--- config.mk ---
export PLATFORM = sky130hd
export DESIGN_NAME = mul_hilo_unit
export DESIGN_NICKNAME = d
export VERILOG_FILES = /design/src/rtl/mul_pkg.sv /design/src/rtl/mul_step.sv /design/src/rtl/mul_hilo_unit.sv
export SDC_FILE = /design/constraint.sdc
export NUM_CORES = 2
export LEC_CHECK = 0
export CAP_MARGIN = 20
export CORE_MARGIN = 2
export CORE_UTILIZATION = 65
export DETAILED_ROUTE_END_ITERATION = 10
export HOLD_SLACK_MARGIN = 0.05
export PLACE_DENSITY_LB_ADDON = 0.05
export RECOVER_POWER = 50
export SLEW_MARGIN = 30
export SYNTH_ARGS = -nofsm -noshare
export SYNTH_HDL_FRONTEND = slang
export SYNTH_SLANG_ARGS = --single-unit
--- constraint.sdc ---
create_clock -name clk -period 19.85 [get_ports clk]
set_clock_uncertainty 0.05 [all_clocks]
set_input_delay 5.955 -clock clk [delete_from_list [all_inputs] [get_ports clk]]
set_output_delay 5.955 -clock clk [all_outputs]
set_load 0.01 [all_outputs]
--- src/rtl/mul_pkg.sv ---
// rtl/mul_pkg.sv - shared types and constants for the HI/LO multiply unit
package mul_pkg;

   typedef enum logic [1:0] {
      S_IDLE,
      S_CALC,
      S_FIX,
      S_DONE
   } state_t;

   localparam int CALC_STEPS = 4;

   // SPECIAL (alu_op) function codes
   localparam logic [5:0] FUNC_MFHI  = 6'h10;
   localparam logic [5:0] FUNC_MTHI  = 6'h11;
   localparam logic [5:0] FUNC_MFLO  = 6'h12;
   localparam logic [5:0] FUNC_MTLO  = 6'h13;
   localparam logic [5:0] FUNC_MULT  = 6'h18;
   localparam logic [5:0] FUNC_MULTU = 6'h19;

   // SPECIAL2 (mul_op) function codes
   localparam logic [5:0] FUNC_MADD  = 6'h00;
   localparam logic [5:0] FUNC_MADDU = 6'h01;
   localparam logic [5:0] FUNC_MUL   = 6'h02;
   localparam logic [5:0] FUNC_MSUB  = 6'h04;
   localparam logic [5:0] FUNC_MSUBU = 6'h05;

endpackage

--- src/rtl/mul_step.sv ---
// rtl/mul_step.sv - one 32x8 partial product added into a 64-bit accumulator
module mul_step (
   input  logic [63:0] acc_in,
   input  logic [31:0] a,
   input  logic [7:0]  b_byte,
   input  logic [1:0]  idx,
   output logic [63:0] acc_out
);

   logic [39:0] pp;

   assign pp      = {8'b0, a} * {32'b0, b_byte};
   assign acc_out = acc_in + ({24'b0, pp} << {idx, 3'b000});

endmodule

--- src/rtl/mul_hilo_unit.sv ---
// rtl/mul_hilo_unit.sv - multi-cycle multiply/MAC unit owning the HI/LO registers
module mul_hilo_unit
   import mul_pkg::*;
(
   input  logic        clk,
   input  logic        rst,
   input  logic        start,
   input  logic        alu_op,
   input  logic        mul_op,
   input  logic [5:0]  func,
   input  logic [31:0] a,
   input  logic [31:0] b,
   output logic [31:0] hi,
   output logic [31:0] lo,
   output logic [31:0] result,
   output logic        result_valid,
   output logic        busy,
   output logic        stall
);

   state_t      state, state_next;
   logic [1:0]  cnt;
   logic [63:0] acc, acc_step, prod;
   logic [31:0] mag_a, mag_b, b_shift;
   logic        neg, l_add, l_sub, l_mul;

   logic dec_mulop, dec_signed, dec_add, dec_sub, dec_mul;
   logic dec_mthi, dec_mtlo, dec_mf, recognised, accept;

   always_comb begin
      dec_mulop  = 1'b0;
      dec_signed = 1'b0;
      dec_add    = 1'b0;
      dec_sub    = 1'b0;
      dec_mul    = 1'b0;
      dec_mthi   = 1'b0;
      dec_mtlo   = 1'b0;
      dec_mf     = 1'b0;
      if (alu_op) begin
         case (func)
            FUNC_MULT:  begin dec_mulop = 1'b1; dec_signed = 1'b1; end
            FUNC_MULTU: dec_mulop = 1'b1;
            FUNC_MTHI:  dec_mthi  = 1'b1;
            FUNC_MTLO:  dec_mtlo  = 1'b1;
            FUNC_MFHI,
            FUNC_MFLO:  dec_mf    = 1'b1;
            default:    ;
         endcase
      end
      if (mul_op) begin
         case (func)
            FUNC_MADD:  begin dec_mulop = 1'b1; dec_signed = 1'b1; dec_add = 1'b1; end
            FUNC_MADDU: begin dec_mulop = 1'b1; dec_add = 1'b1; end
            FUNC_MSUB:  begin dec_mulop = 1'b1; dec_signed = 1'b1; dec_sub = 1'b1; end
            FUNC_MSUBU: begin dec_mulop = 1'b1; dec_sub = 1'b1; end
            FUNC_MUL:   begin dec_mulop = 1'b1; dec_signed = 1'b1; dec_mul = 1'b1; end
            default:    ;
         endcase
      end
   end

   assign recognised = dec_mulop | dec_mthi | dec_mtlo | dec_mf;
   assign busy       = (state != S_IDLE);
   assign stall      = busy & start & recognised;
   assign accept     = (state == S_IDLE) & start & dec_mulop;

   // select the multiplier byte for this CALC step
   assign b_shift = mag_b >> {cnt, 3'b000};
   assign prod    = neg ? -acc : acc;

   mul_step u_step (
      .acc_in  (acc),
      .a       (mag_a),
      .b_byte  (b_shift[7:0]),
      .idx     (cnt),
      .acc_out (acc_step)
   );

   always_ff @(posedge clk) begin
      if (rst) state <= S_IDLE;
      else     state <= state_next;
   end

   always_comb begin
      state_next = state;
      case (state)
         S_IDLE:  if (accept) state_next = S_CALC;
         S_CALC:  if (cnt == 2'(CALC_STEPS - 1)) state_next = S_FIX;
         S_FIX:   state_next = S_DONE;
         S_DONE:  state_next = S_IDLE;
         default: state_next = S_IDLE;
      endcase
   end

   always_ff @(posedge clk) begin
      if (rst) begin
         cnt          <= 2'd0;
         acc          <= 64'd0;
         hi           <= 32'd0;
         lo           <= 32'd0;
         result       <= 32'd0;
         result_valid <= 1'b0;
         mag_a        <= 32'd0;
         mag_b        <= 32'd0;
         neg          <= 1'b0;
         l_add        <= 1'b0;
         l_sub        <= 1'b0;
         l_mul        <= 1'b0;
      end else begin
         result_valid <= 1'b0;
         case (state)
            S_IDLE: begin
               if (accept) begin
                  mag_a <= (dec_signed & a[31]) ? -a : a;
                  mag_b <= (dec_signed & b[31]) ? -b : b;
                  neg   <= dec_signed & (a[31] ^ b[31]);
                  l_add <= dec_add;
                  l_sub <= dec_sub;
                  l_mul <= dec_mul;
                  acc   <= 64'd0;
                  cnt   <= 2'd0;
               end else if (start) begin
                  if (dec_mthi) hi <= a;
                  if (dec_mtlo) lo <= a;
               end
            end
            S_CALC: begin
               acc <= acc_step;
               cnt <= cnt + 2'd1;
            end
            S_FIX: begin
               if (l_add)      acc <= {hi, lo} + prod;
               else if (l_sub) acc <= {hi, lo} - prod;
               else            acc <= prod;
            end
            S_DONE: begin
               if (l_mul) begin
                  result       <= acc[31:0];
                  result_valid <= 1'b1;
               end else begin
                  {hi, lo} <= acc;
               end
            end
            default: ;
         endcase
      end
   end

endmodule

## Word level (Yosys, flattened, before mapping)

Index checks and enable logic that the tools add are counted.

| word-level totals | value |
|---|---|
| output and inout bits | 99 |
| input bits | 75 |
| latch bits | 0 |
| register bits after elaboration | 233 |
| bits in writable memories | 0 |
| bits in read-only memories | 0 |
| memories kept | 0 |

| cells by class | value |
|---|---|
| magnitude comparators | 0 |
| multipliers | 1 |
| add/subtract/negate cells | 7 |
| divide/modulo/power cells | 0 |
| shifts and indexed selects | 2 |
| reduce and logical (&&, ||, !) cells | 20 |
| bitwise operators | 12 |
| equal/unequal tests | 21 |
| multiplexer cells | 43 |

Operators with widths:

| operator | count |
|---|---|
| 2-to-1 mux 32 bit | 10 |
| 2-to-1 mux 64 bit | 4 |
| one-hot mux 64 bit (3 select lines) | 1 |
| adder 64 bit | 2 |
| one-hot mux 32 bit (2 select lines) | 2 |
| negator 32 bit | 2 |
| negator 64 bit | 1 |
| << shifter 40 x 5 -> 64 bit | 1 |
| subtractor 64 bit | 1 |
| multiplier 32 x 8 -> 40 bit | 1 |
| == test 6 x 5 -> 1 bit (second input constant) | 6 |
| >> shifter 32 x 5 -> 8 bit | 1 |
| 2-to-1 mux 1 bit | 21 |
| inequality test 2 bit (second input constant) | 7 |
| == test 6 x 3 -> 1 bit (second input constant) | 2 |
| AND reduction 2 bit | 5 |
| AND reduction 5 bit | 2 |
| OR reduction 2 bit | 5 |
| one-hot mux 2 bit (4 select lines) | 1 |
| bitwise AND 1 bit | 7 |
| == test 2 bit (second input constant) | 3 |
| == test 6 x 1 -> 1 bit (second input constant) | 1 |
| == test 6 x 2 -> 1 bit (second input constant) | 1 |
| logical NOT 6 bit | 1 |
| other kinds (12) | 18 |

## Depth between registers and ports, before layout

| depth | value |
|---|---|
| depth after elaboration | 10 |
| depth in mapped cells | 37 |

## By module

From an unflattened synthesis, not the netlist that was laid out.

| second synthesis, totals | value |
|---|---|
| cells, all modules | 4516 |
| area total of the unflattened synthesis | 33912.5 sq um |

By module, submodules not included:

| module | area an instance (sq um) | times used | cells each |
|---|---|---|---|
| mul_hilo_unit | 20907.6 | 1 | 2832 |
| mul_step | 13005.0 | 1 | 1684 |

## Least setup slack after synthesis

No wires, ideal clock.

| timing | value |
|---|---|
| path kind | input to output |
| from | input func[2] |
| to | output stall |
| stages | 5 |
| data arrival time | 7490 ps |
| setup slack | 6355 ps |
| data required time | 13845 ps |
| path buffers | 0 |
| cells stage by stage | or4b_1 > or3_1 > a211oi_1 > nor2_1 > nor3_1 |

| between the ends | value |
|---|---|
| cells in the longest elaborated chain, start to end | 10 |
| elaborated cells between the ends (all ways) | 28 |
| classes of those cells | eq/ne (10); mux (10); bitwise (4); reduce/logical (4) |

Ends and longest elaborated chain:

| item | line | source |
|---|---|---|
| start: declaration | mul_hilo_unit.sv:10 | `input logic [5:0] func,` |
| == test 6 x 5 -> 1 bit | mul_hilo_unit.sv:40 | `case (func)` |
| OR reduction 2 bit (no source line) | -- |  |
| 2-to-1 mux 1 bit | mul_hilo_unit.sv:40 |  |
| 2-to-1 mux 1 bit | mul_hilo_unit.sv:39 | `if (alu_op) begin` |
| 2-to-1 mux 1 bit | mul_hilo_unit.sv:51 | `case (func)` |
| 2-to-1 mux 1 bit | mul_hilo_unit.sv:50 | `if (mul_op) begin` |
| OR 1 bit (2 in a row) | mul_hilo_unit.sv:62 | `assign recognised = dec_mulop \| dec_mthi \| dec_mtlo \| dec_mf;` |
| OR 1 bit * | mul_hilo_unit.sv:62 |  |
| bitwise AND 1 bit * | mul_hilo_unit.sv:64 | `assign stall = busy & start & recognised;` |
| end: declaration | mul_hilo_unit.sv:18 | `output logic stall` |

Every way passes the cells marked *; elsewhere a longest branch is shown, timed or not.

## Worst setup path in the final report

| timing | value |
|---|---|
| from | input func[4] |
| to | output stall |

Same word-level chain as after synthesis.

==> metrics.cfg <==
[route]
drt_drc_violations_left = 0
drtIter0Drc = 4456
postRouteWirelength_um = 121200
routedWlPerCell_um = 23.94
vias_per_cell = 6.788
ant_nets = 0
dr.pass1.iters = 9
via_count = 34370

[worst_hold_path]
hold_start = mag_b[0]
worst_hold_path.num_cells = 2
hold_end = mag_b[0]
hold_path.class = reg2reg

[cells_and_area]
syn_to_final_growth_pct = 8.193
final_cells = 5063
fill_cells = 4229
finish.utilization_pct = 71.32
final_cell_area_sq_mm = 0.03585
nets = 4894
drive_gt1_share_pct = 3.191

[clock_tree]
post_cts_resized = 0
cts.sinks = 233
clockBufferDepth = 3
root_buffer = clkbuf_16
post-cts-setup-buffers = 0
postCtsHoldBufs = 0
cts_max_level = 1
cts_buffers = 28
clkSlewWorstSetupHoldPaths_ns = 0.06
clk_latency_ns = 0.62
cts_tree = built

[critical_path]
r2r_end = acc[54]
crit_path_end_kind = primary output
reg2regPathDepth = 32
cp-start-kind = input pin
worstPathArrival_ns = 8.68
regToRegSetupSlack_ns = 9.46
critical_path_class = in2out
required_ns = 13.85
rr_startpoint = cnt[0]
crit_fanout = 4

[die]
die_w_um = 229.8
row_count = 82
core-area_sq_mm = 0.05027
initial_core_util_pct = 65.92
ios = 174
die_h_um = 229.8
dieArea_sq_mm = 0.05281

[logic_synthesis]
yosys.area_share.simple_pct = 21.01
ys_types = 93
ys_top_cells_by_count = 409 x a21oi_1, 390 x nor2_1, 338 x nand2_1, 327 x inv_1, 266 x ha_1
synthMuxAreaShare_pct = 2.024
avgSynthCellArea_sq_um = 7.504
synth_area_leaders = dfxtp_1 14%, fa_1 11%, ha_1 10%
yosysMostFrequentCell = a21oi_1
synth_top_area_share_pct = 14.08
synth-xor-area-share_pct = 7.974
yosysSeqAreaShare_pct = 14.08
syn_inst = 4416
syn-num-nets = 4940
ys.flop_type = dfxtp_1
synth_area_sq_mm = 0.03314
yosysTopAreaCell = dfxtp_1
async_reset_ff_share_pct = 0
synth_top_family_by_area = compound AO/OA/AOI/OAI gates
synth_seq_cells = 233
synth_compound_area_share_pct = 26.80
yosys.area_share.adder_pct = 21.10
synth_warnings = 0
synth_edf_count = 0

[sta]
tns_ns = 0
final_max_slew_viol_count = 278
period_share_pct = 73.99
hold_ws_ns = 0.4114
rsz0062_at_grt = false
final.setup.worst_slack_ns = 5.163
tightest_slew_ns = 3.113
finalCriticalPeriod_ns = 14.69
hold_viol = 0
maxSlewHeadroom_pct = -107.6
max_freq_ghz = 0.06809
setup_viol = 0

[power]
power.leakage_nw = 15.25
power_frac_comb_pct = 55.5
netSwitchingFraction_pct = 46.34
powerDensity_mw_per_mm2 = 69.02
seq_power_share_pct = 22.3
internal_power_mw = 1.328
clkPwrFrac_pct = 22.2
power_mw = 2.475
power.switching_mw = 1.147
ir_drop_mv = 0.1267

[place]
postPlaceCellArea_sq_mm = 0.03492
port_buffers = 173
gp_congestion = 1.017
dp_slack_ns = 5.295
placed_cells = 5012
hpwl_um = 94710

[outcome]
violations = max-capacitance violations, max-slew violations
outcome = complete, but fails checks

[global_route]
grt_pass1_wl_um = 186400
grt_use_total_pct = 44.89
grt_max_degree = 97
grt_pass1_vias = 32400
gr-total-overflow = 0
antenna_found_initial = 3

[job]
timing.max_cap.violations = 6

## placed cells by master, fill, tap and decap left out, types with 36 or more instances in the layout
master	count
dlygate4sd3_1	99
inv_1	327
nor2b_1	57
a22oi_1	40
xor2_1	103
or3_1	36
ha_1	265
nor3_1	74
nand3_1	67
a21oi_1	406
xnor2_1	195
clkdlybuf4s50_1	73
a211oi_1	159
nor2_1	388
nand2_1	338
o31ai_1	63
o21ai_0	229
fa_1	183
o21bai_1	45
a22o_1	38
dfxtp_1	228
mux2i_1	40
and2_1	229
nor4_1	41
nand4_1	54
a21o_1	77
## power by group through the flow
stage,Sequential (mW),Clock (mW),Combinational [mW]
2_1_floorplan,0.542,0,0.900
4_1_cts,0.547,0.547,1.32
6_report,0.551,0.549,1.37
3_5_place_dp,0.556,0,1.31
3_3_place_gp,0.557,0,1.31
5_1_grt,0.552,0.561,1.45
## critical path: stages
cell	delay, ns
dlygate4sd3_1	0.60
or4b_1	0.56
or3_1	0.36
a211oi_1	0.38
nor2_1	0.07
nor3_1	0.16
clkdlybuf4s50_1	0.58
## worst max path at each step
stage                     startpoint    end  slack [ns]  depth (start not counted)
after floorplan              func[2]  stall        6.35                          5
after global placement       func[3]  stall        5.27                          7
after detailed placement     func[3]  stall        5.29                          7
after CTS                    func[3]  stall        5.27                          7
after global routing         func[4]  stall        5.00                          7
final                        func[4]  stall        5.16                          7
## cell type report
type	count	area, sq um	share of cell area [%]
diodes	3	7.507	0.02094
well taps	672	840.8	2.345
flip-flops and latches	233	4671	13.03
multi-input cells	3570	26200	73.08
repair buffers	201	1913	5.336
inverters	336	1261	3.518
clock inverters	13	190.2	0.5304
clock buffers	35	767.0	2.139
## routing by layer
layer	part of all wire (%)	GRT usage [%]	vias up	routed length, um
met5	0.0058	0	-	7
met4	5.9	20.95	2	7108
met3	14	13.17	415	17380
met2	40	65.33	2237	48750
met1	40	61.07	16130	47940
li1	-	-	15590	-
## logic make-up after synthesis
| kind of cell | after synthesis |
|---|---|
| xor+xnor | 300 |
| mux | 56 |
| fa+ha+maj | 449 |
| compound gates | 1359 |
| simple gates | 1406 |
| flops | 233 |
| buf+inv | 613 |
## state kept, by name, summed over array words and instances, names as in the netlist
| register | cells |
|---|---|
| mag_b | 32 |
| l_mul | 1 |
| result_valid | 1 |
| neg | 1 |
| cnt | 2 |
| lo | 32 |
| hi | 32 |
| mag_a | 32 |
| l_add | 1 |
| acc | 64 |
| result | 32 |
| l_sub | 1 |
| state | 2 |
(Power assumes the default switching activity.)
